File: config.mk
export PLATFORM = sky130hd
export DESIGN_NAME = acs_unit_flat
export DESIGN_NICKNAME = d
export VERILOG_FILES = /design/src/rtl/viterbi_pkg.sv /design/src/rtl/acs_unit_if.sv /design/src/rtl/acs_unit_acs_cell.sv /design/src/rtl/acs_unit.sv /design/src/flat_wrapper.sv
export SDC_FILE = /design/constraint.sdc
export NUM_CORES = 2
export LEC_CHECK = 0
export ABC_AREA = 0
export BUFFER_PORTS_ARGS = -buffer_cell sky130_fd_sc_hd__buf_2
export CELL_PAD_IN_SITES_DETAIL_PLACEMENT = 1
export CELL_PAD_IN_SITES_GLOBAL_PLACEMENT = 1
export CORE_MARGIN = 5
export CORE_UTILIZATION = 35
export DETAILED_ROUTE_END_ITERATION = 8
export GPL_TIMING_DRIVEN = 1
export HOLD_SLACK_MARGIN = 0.12
export PLACE_DENSITY = 0.56
export SLEW_MARGIN = 30
export SYNTH_ARGS = -nofsm -noshare
export SYNTH_HDL_FRONTEND = slang
export SYNTH_SLANG_ARGS = --single-unit
File: constraint.sdc
create_clock -name clk_i -period 19.07 [get_ports clk_i]
set_input_delay 3.814 -clock clk_i [delete_from_list [all_inputs] [get_ports clk_i]]
set_output_delay 3.814 -clock clk_i [all_outputs]
set_load 0.02 [all_outputs]
File: src/rtl/viterbi_pkg.sv
// Shared types and constants for the Viterbi add-compare-select datapath.
package viterbi_pkg;

    localparam int unsigned PM_WIDTH_DEFAULT = 12;
    localparam int unsigned MAX_STATES       = 64;

    localparam logic signed [PM_WIDTH_DEFAULT-1:0] PM_INIT =
        {2'b11, {(PM_WIDTH_DEFAULT-2){1'b0}}};

    typedef enum logic [1:0] {
        IDLE = 2'd0,
        INIT = 2'd1,
        RUN  = 2'd2
    } acs_state_e;

    function automatic logic [6:0] num_states(input logic [1:0] register_num);
        return 7'd64 >> register_num;
    endfunction

endpackage

File: src/rtl/acs_unit_if.sv
// Branch-metric input and survivor-decision output bundle of the ACS stage.
interface acs_unit_if #(
    parameter int unsigned WIDTH_BM = 9
);
    logic signed [WIDTH_BM-1:0] bm_i;
    logic                       bm_valid_i;
    logic                       ready_o;
    logic [5:0]                 state_x_o;
    logic                       decision_o;
    logic [5:0]                 decision_state_o;
    logic                       decision_valid_o;
    logic                       step_done_o;
    logic [5:0]                 best_state_o;

    modport master (
        output bm_i, bm_valid_i,
        input  ready_o, state_x_o, decision_o, decision_state_o,
        input  decision_valid_o, step_done_o, best_state_o
    );

    modport slave (
        input  bm_i, bm_valid_i,
        output ready_o, state_x_o, decision_o, decision_state_o,
        output decision_valid_o, step_done_o, best_state_o
    );
endinterface

File: src/rtl/acs_unit_acs_cell.sv
// Single butterfly half: add branch metric to both predecessors, pick the larger,
// subtract the normalisation offset and saturate to the path-metric range.
module acs_cell #(
    parameter int unsigned WIDTH_BM = 9,
    parameter int unsigned WIDTH_PM = 12
) (
    input  logic signed [WIDTH_PM-1:0] pm_lo_i,
    input  logic signed [WIDTH_PM-1:0] pm_hi_i,
    input  logic signed [WIDTH_BM-1:0] bm_i,
    input  logic signed [WIDTH_PM-1:0] offset_i,
    output logic signed [WIDTH_PM-1:0] pm_new_o,
    output logic                       decision_o
);
    localparam int unsigned WA = WIDTH_PM + 2;
    localparam logic signed [WA-1:0] SAT_MAX = {3'b000, {(WIDTH_PM-1){1'b1}}};
    localparam logic signed [WA-1:0] SAT_MIN = {3'b111, {(WIDTH_PM-1){1'b0}}};

    logic signed [WA-1:0] bm_x, lo_x, hi_x, off_x;
    logic signed [WA-1:0] c_lo, c_hi, best, norm;

    always_comb begin
        bm_x  = {{(WA-WIDTH_BM){bm_i[WIDTH_BM-1]}}, bm_i};
        lo_x  = {{2{pm_lo_i[WIDTH_PM-1]}}, pm_lo_i};
        hi_x  = {{2{pm_hi_i[WIDTH_PM-1]}}, pm_hi_i};
        off_x = {{2{offset_i[WIDTH_PM-1]}}, offset_i};

        // High-path codeword is the complement of the low one, hence -bm.
        c_lo = lo_x + bm_x;
        c_hi = hi_x - bm_x;

        decision_o = (c_hi > c_lo);
        best       = decision_o ? c_hi : c_lo;
        norm       = best - off_x;

        if (norm > SAT_MAX) begin
            pm_new_o = SAT_MAX[WIDTH_PM-1:0];
        end else if (norm < SAT_MIN) begin
            pm_new_o = SAT_MIN[WIDTH_PM-1:0];
        end else begin
            pm_new_o = norm[WIDTH_PM-1:0];
        end
    end
endmodule

File: src/rtl/acs_unit.sv
// Serial add-compare-select stage: sweeps all trellis states once per step,
// keeps path metrics in a ping-pong bank and emits survivor decisions.
module acs_unit
    import viterbi_pkg::*;
#(
    parameter int unsigned WIDTH_BM = 9,
    parameter int unsigned WIDTH_PM = PM_WIDTH_DEFAULT
) (
    input  logic       clk_i,
    input  logic       rst_an_i,
    input  logic       rst_sync_i,
    input  logic       frame_start_i,
    input  logic [1:0] register_num_i,
    acs_unit_if.slave  acs
);
    localparam logic signed [WIDTH_PM-1:0] PM_INIT_V = {2'b11, {(WIDTH_PM-2){1'b0}}};

    acs_state_e state_q, state_d;

    logic [5:0]                 cnt_q, cnt_d;
    logic                       bank_sel_q, bank_sel_d;
    logic signed [WIDTH_PM-1:0] offset_q, offset_d;
    logic signed [WIDTH_PM-1:0] max_q, max_d;
    logic [5:0]                 arg_q, arg_d;
    logic [1:0]                 rn_q, rn_d;
    logic                       dec_q, dec_d;
    logic [5:0]                 dec_state_q, dec_state_d;
    logic                       dec_valid_q, dec_valid_d;
    logic                       step_done_q, step_done_d;
    logic [5:0]                 best_q, best_d;

    logic signed [WIDTH_PM-1:0] bank_q [2][MAX_STATES];

    logic                       ready, init_en, accept, last;
    logic [6:0]                 n_states;
    logic [5:0]                 half, n_m1, pred_lo, pred_hi;
    logic signed [WIDTH_PM-1:0] pm_lo, pm_hi, pm_new;
    logic                       sel_hi;

    always_ff @(posedge clk_i or negedge rst_an_i) begin
        if (!rst_an_i) begin
            state_q <= IDLE;
        end else begin
            state_q <= state_d;
        end
    end

    always_comb begin
        state_d = state_q;
        if (rst_sync_i) begin
            state_d = IDLE;
        end else if (frame_start_i) begin
            state_d = INIT;
        end else begin
            case (state_q)
                INIT:    state_d = RUN;
                default: state_d = state_q;
            endcase
        end
    end

    always_comb begin
        ready   = (state_q == RUN);
        init_en = (state_q == INIT) && !rst_sync_i && !frame_start_i;
        accept  = ready && acs.bm_valid_i && !rst_sync_i && !frame_start_i;
    end

    always_comb begin
        n_states = num_states(rn_q);
        half     = 6'(n_states >> 1);
        n_m1     = 6'(n_states - 7'd1);
        pred_lo  = {1'b0, cnt_q[5:1]};
        pred_hi  = pred_lo + half;
        last     = (cnt_q == n_m1);
        pm_lo    = bank_q[bank_sel_q][pred_lo];
        pm_hi    = bank_q[bank_sel_q][pred_hi];
    end

    acs_cell #(
        .WIDTH_BM (WIDTH_BM),
        .WIDTH_PM (WIDTH_PM)
    ) u_acs_cell (
        .pm_lo_i    (pm_lo),
        .pm_hi_i    (pm_hi),
        .bm_i       (acs.bm_i),
        .offset_i   (offset_q),
        .pm_new_o   (pm_new),
        .decision_o (sel_hi)
    );

    always_comb begin
        cnt_d       = cnt_q;
        bank_sel_d  = bank_sel_q;
        offset_d    = offset_q;
        max_d       = max_q;
        arg_d       = arg_q;
        rn_d        = rn_q;
        dec_d       = dec_q;
        dec_state_d = dec_state_q;
        dec_valid_d = 1'b0;
        step_done_d = 1'b0;
        best_d      = best_q;

        if (rst_sync_i) begin
            cnt_d       = '0;
            bank_sel_d  = 1'b0;
            offset_d    = '0;
            max_d       = '0;
            arg_d       = '0;
            rn_d        = '0;
            dec_d       = 1'b0;
            dec_state_d = '0;
            best_d      = '0;
        end else if (frame_start_i) begin
            cnt_d = '0;
        end else if (init_en) begin
            cnt_d      = '0;
            bank_sel_d = 1'b0;
            offset_d   = '0;
            rn_d       = register_num_i;
        end else if (accept) begin
            dec_d       = sel_hi;
            dec_state_d = cnt_q;
            dec_valid_d = 1'b1;
            // Final state of the step folds into max_d before it becomes the offset.
            if (cnt_q == '0 || pm_new > max_q) begin
                max_d = pm_new;
                arg_d = cnt_q;
            end
            if (last) begin
                cnt_d       = '0;
                bank_sel_d  = ~bank_sel_q;
                offset_d    = max_d;
                best_d      = arg_d;
                step_done_d = 1'b1;
            end else begin
                cnt_d = cnt_q + 6'd1;
            end
        end
    end

    always_ff @(posedge clk_i or negedge rst_an_i) begin
        if (!rst_an_i) begin
            cnt_q       <= '0;
            bank_sel_q  <= 1'b0;
            offset_q    <= '0;
            max_q       <= '0;
            arg_q       <= '0;
            rn_q        <= '0;
            dec_q       <= 1'b0;
            dec_state_q <= '0;
            dec_valid_q <= 1'b0;
            step_done_q <= 1'b0;
            best_q      <= '0;
        end else begin
            cnt_q       <= cnt_d;
            bank_sel_q  <= bank_sel_d;
            offset_q    <= offset_d;
            max_q       <= max_d;
            arg_q       <= arg_d;
            rn_q        <= rn_d;
            dec_q       <= dec_d;
            dec_state_q <= dec_state_d;
            dec_valid_q <= dec_valid_d;
            step_done_q <= step_done_d;
            best_q      <= best_d;
        end
    end

    // Writes go to the opposite bank, so the swap on the last state never races a read.
    always_ff @(posedge clk_i) begin
        if (init_en) begin
            for (int unsigned i = 0; i < MAX_STATES; i++) begin
                bank_q[0][6'(i)] <= (i == 0) ? '0 : PM_INIT_V;
            end
        end else if (accept) begin
            bank_q[~bank_sel_q][cnt_q] <= pm_new;
        end
    end

    assign acs.ready_o          = ready;
    assign acs.state_x_o        = cnt_q;
    assign acs.decision_o       = dec_q;
    assign acs.decision_state_o = dec_state_q;
    assign acs.decision_valid_o = dec_valid_q;
    assign acs.step_done_o      = step_done_q;
    assign acs.best_state_o     = best_q;

endmodule

File: src/flat_wrapper.sv
// flat-port wrapper written by rule: the top's interface ports become plain ports
module acs_unit_flat import viterbi_pkg::*;
#(
    parameter int unsigned WIDTH_BM = 9,
    parameter int unsigned WIDTH_PM = PM_WIDTH_DEFAULT
)
  (clk_i, rst_an_i, rst_sync_i, frame_start_i, register_num_i, acs_bm_i, acs_bm_valid_i, acs_ready_o, acs_state_x_o, acs_decision_o, acs_decision_state_o, acs_decision_valid_o, acs_step_done_o, acs_best_state_o);
  acs_unit_if #(.WIDTH_BM(WIDTH_BM)) acs_i ();
  input  logic clk_i;
  input  logic rst_an_i;
  input  logic rst_sync_i;
  input  logic frame_start_i;
  input  logic [1:0] register_num_i;
  input wire logic [$bits(acs_i.bm_i)-1:0] acs_bm_i;
  input wire logic [$bits(acs_i.bm_valid_i)-1:0] acs_bm_valid_i;
  output wire logic [$bits(acs_i.ready_o)-1:0] acs_ready_o;
  output wire logic [$bits(acs_i.state_x_o)-1:0] acs_state_x_o;
  output wire logic [$bits(acs_i.decision_o)-1:0] acs_decision_o;
  output wire logic [$bits(acs_i.decision_state_o)-1:0] acs_decision_state_o;
  output wire logic [$bits(acs_i.decision_valid_o)-1:0] acs_decision_valid_o;
  output wire logic [$bits(acs_i.step_done_o)-1:0] acs_step_done_o;
  output wire logic [$bits(acs_i.best_state_o)-1:0] acs_best_state_o;
  assign acs_i.bm_i = acs_bm_i;
  assign acs_i.bm_valid_i = acs_bm_valid_i;
  assign acs_ready_o = acs_i.ready_o;
  assign acs_state_x_o = acs_i.state_x_o;
  assign acs_decision_o = acs_i.decision_o;
  assign acs_decision_state_o = acs_i.decision_state_o;
  assign acs_decision_valid_o = acs_i.decision_valid_o;
  assign acs_step_done_o = acs_i.step_done_o;
  assign acs_best_state_o = acs_i.best_state_o;
  acs_unit #(.WIDTH_BM(WIDTH_BM), .WIDTH_PM(WIDTH_PM)) u_core (.clk_i(clk_i), .rst_an_i(rst_an_i), .rst_sync_i(rst_sync_i), .frame_start_i(frame_start_i), .register_num_i(register_num_i), .acs(acs_i));
endmodule
==> flow_metrics.py <==
metrics = {
    "synthesis": {
        "synthFlopType": "edfxtp_1",
        "synth.avg_cell_area_sq_um": 20.0,
        "synth_common_cells": "edfxtp_1, mux4_2, nor2_1",
        "synth_async_sr_flop_share_pct": 3.52,
        "yosysMostFrequentCell": "edfxtp_1",
        "yosysUniqueCellTypes": 67,
        "synth-edff-count": 1536,
        "ys_warn_count": 0,
        "synthCells": 3267,
        "yosys_register_bits": 1592,
        "ys_seq_area_share_pct": 72.6,
        "ys_top_cells_by_area": "edfxtp_1, mux4_2, dfrtp_1",
        "synth.largest_area_cell": "edfxtp_1",
        "synth_fp_nets": 3354,
        "synth_area_sq_um": 65500,
        "yosysTopAreaCellShare_pct": 70.5,
    },
    "finish": {
        "fill_cells": 17600,
        "nNetsFinal": 3524,
        "drive_gt1_share_pct": 28.3,
        "post-route-util_pct": 40.4,
        "area_growth_pct": 14.6,
    },
    "placement": {
        "hpwl_um": 117000,
        "gp_routability_congestion": 0.833,
        "io_buffers": 37,
    },
    "timing": {
        "fmax_mhz": 68.7,
        "finalHoldViolations": 0,
        "finClkSkew_ns": 0.0429,
        "period_share_pct": 76.4,
        "relSlewSlack_pct": 31.3,
        "worst_slew_pin_slew_ns": 1.00,
        "final-max-slew-violation-count": 0,
        "setup_tns_ns": 0,
        "hold_ws_ns": 0.486,
        "final-setup-viol-count": 0,
        "rsz0062_at_grt": "no",
        "fin_crit_ns": 14.56,
    },
    "critical_path": {
        "crit_path_start_kind": "flip-flop",
        "cp_max_fo": 30,
        "critPathSlowestCell": "fa_4",
        "cpMostUsedCell": "ha_1",
        "slowest_delay_ns": 1.25,
        "worstPathArrival_ns": 15.29,
        "worstSetupPathType": "reg -> reg",
        "critical_path_required_ns": 19.80,
        "cp-end-kind": "flip-flop",
    },
    "route": {
        "wl_um": 188000,
        "drt_first_pass_iters": 5,
        "viasPerCell": 5.49,
        "drc": 0,
        "antenna_left": 0,
        "num_vias": 33300,
        "routedWlPerCell_um": 31.1,
        "drt_iter0_drc": 3112,
    },
    "die": {
        "rows": 158,
        "dieArea_sq_um": 196000,
        "ios": 38,
        "core_sq_um": 186000,
        "start_util_pct": 35.3,
        "die_w_um": 442,
        "die_h_um": 442,
    },
    "power": {
        "leakagePower_nw": 25.1,
        "cellPowerDensity_nw_per_um2": 102,
        "ir_drop_uv": 95.3,
    },
    "global_route": {
        "grt_overflow_total": 0,
        "first_global_vias": 34500,
        "antenna_found_initial": 10,
        "grt_use_total_pct": 19.0,
        "grt_max_degree": 107,
        "grt_pass1_wl_um": 268000,
    },
    "clock_network": {
        "cts_tree": "done",
        "postCtsResizedCells": 0,
        "cts_setup_buffers": 0,
        "cts.sinks": 1592,
        "clk_path_buf_depth": 3,
        "ctsRootBufferMaster": "clkbuf_16",
        "path_clk_slew_ns": 0.06,
        "clk_latency_ns": 0.82,
        "cts_made_buffers": 167,
        "h-tree-depth": 4,
        "postCtsHoldBufs": 0,
    },
    "job": {
        "cap_violations": 0,
    },
    "outcome": {
        "outcome": "completed",
    },
    "hold_path": {
        "hold_class": "reg -> reg",
    },
}
## where the power goes
group          total [mW]  leakage (nW)  switching [mW]  internal [mW]
sequential           3.83          16.0         0.00660           3.83
clock                3.21          2.61            1.38           1.83
combinational       0.641          6.49           0.413          0.228
total                7.69          25.1            1.80           5.89
## registers in the layout, indices dropped and copies added, names as in the netlist, 2 cells and up
signal,cells
u_core.rn_q,2
u_core.arg_q,6
u_core.acs.decision_state_o,6
u_core.acs.state_x_o,6
u_core.max_q,12
u_core.offset_q,12
u_core.bank_q,1536
u_core.state_q,2
u_core.acs.best_state_o,6
## layout make-up
class / instances / area, sq um / share of cell area [%]
clock inverter: 100 / 980 / 1.31
multi-input combinational: 1425 / 17300 / 23.1
sequential: 1592 / 47500 / 63.4
clock buffer: 209 / 4400 / 5.86
timing repair buffer: 181 / 1390 / 1.86
tap: 2480 / 3100 / 4.14
inverter: 70 / 268 / 0.357
antenna: 5 / 12.5 / 0.0167
## worst paths after layout
path                                           from                             end  slack [ns]  cells after the start
max in group asynchronous                  rst_an_i               u_core.bank_sel_q       15.16                      2
min in group asynchronous                  rst_an_i  u_core.acs.decision_state_o[5]        2.79                      1
worst min register to register  u_core.offset_q[10]             u_core.offset_q[10]        0.49                      2
worst min-delay path            u_core.offset_q[10]             u_core.offset_q[10]        0.49                      2
worst max-delay path                 u_core.rn_q[1]                 u_core.max_q[0]        4.51                     45
worst max register to register       u_core.rn_q[1]                 u_core.max_q[0]        4.51                     45
## placed cells by master, fill, tap and decap left out, types with 41 or more instances in the layout
cell type / instances
mux4_2: 467
clkbuf_16: 169
nor2_1: 112
a21oi_1: 92
clkinv_1: 41
mux2i_1: 106
buf_4: 129
o21ai_0: 46
ha_1: 66
edfxtp_1: 1536
dfrtp_1: 53
o22ai_1: 42
inv_1: 65
nand2_1: 136
## critical path, delay by kind of cell (launching register included)
family	cells	cell delay, ns
compound gates	21	5.18
simple gates	8	2.71
flops	1	0.44
buf+inv	4	0.94
xor+xnor	1	0.35
fa+ha+maj	7	3.06
mux	4	1.72
## routing by layer
| metal | GRT usage [%] | wire length, um | share of wire [%] | vias up |
|---|---|---|---|---|
| met5 | 0 | 32 | 0.017 | - |
| met4 | 5.55 | 5380 | 2.9 | 4 |
| met3 | 3.44 | 10900 | 5.8 | 241 |
| met2 | 30.1 | 89200 | 47 | 971 |
| met1 | 27.0 | 82800 | 44 | 18200 |
| li1 | - | - | - | 13800 |
## per-stage QoR
| step | setup WS (ns) | cell area (sq um) | power [mW] | instances |
|---|---|---|---|---|
| floorplan | 4.82 | 65500 | 4.34 | 3267 |
| global placement | 4.80 | 69400 | 4.55 | 5743 |
| detailed placement | 4.57 | 69500 | 4.55 | 5745 |
| CTS | 4.54 | 74900 | 7.77 | 6054 |
| global route | 3.46 | 75000 | 8.00 | 6060 |
| finish | 4.51 | 75000 | 7.69 | 6062 |
## logic make-up after synthesis
logic type	after synthesis	synth area share, %
compound gates	283	2.70
xor+xnor	33	0.453
fa+ha+maj	71	1.40
buf+inv	250	1.82
flops	1592	72.6
mux	585	17.9
simple gates	453	3.11
Power figures use the tool's default switching activity.
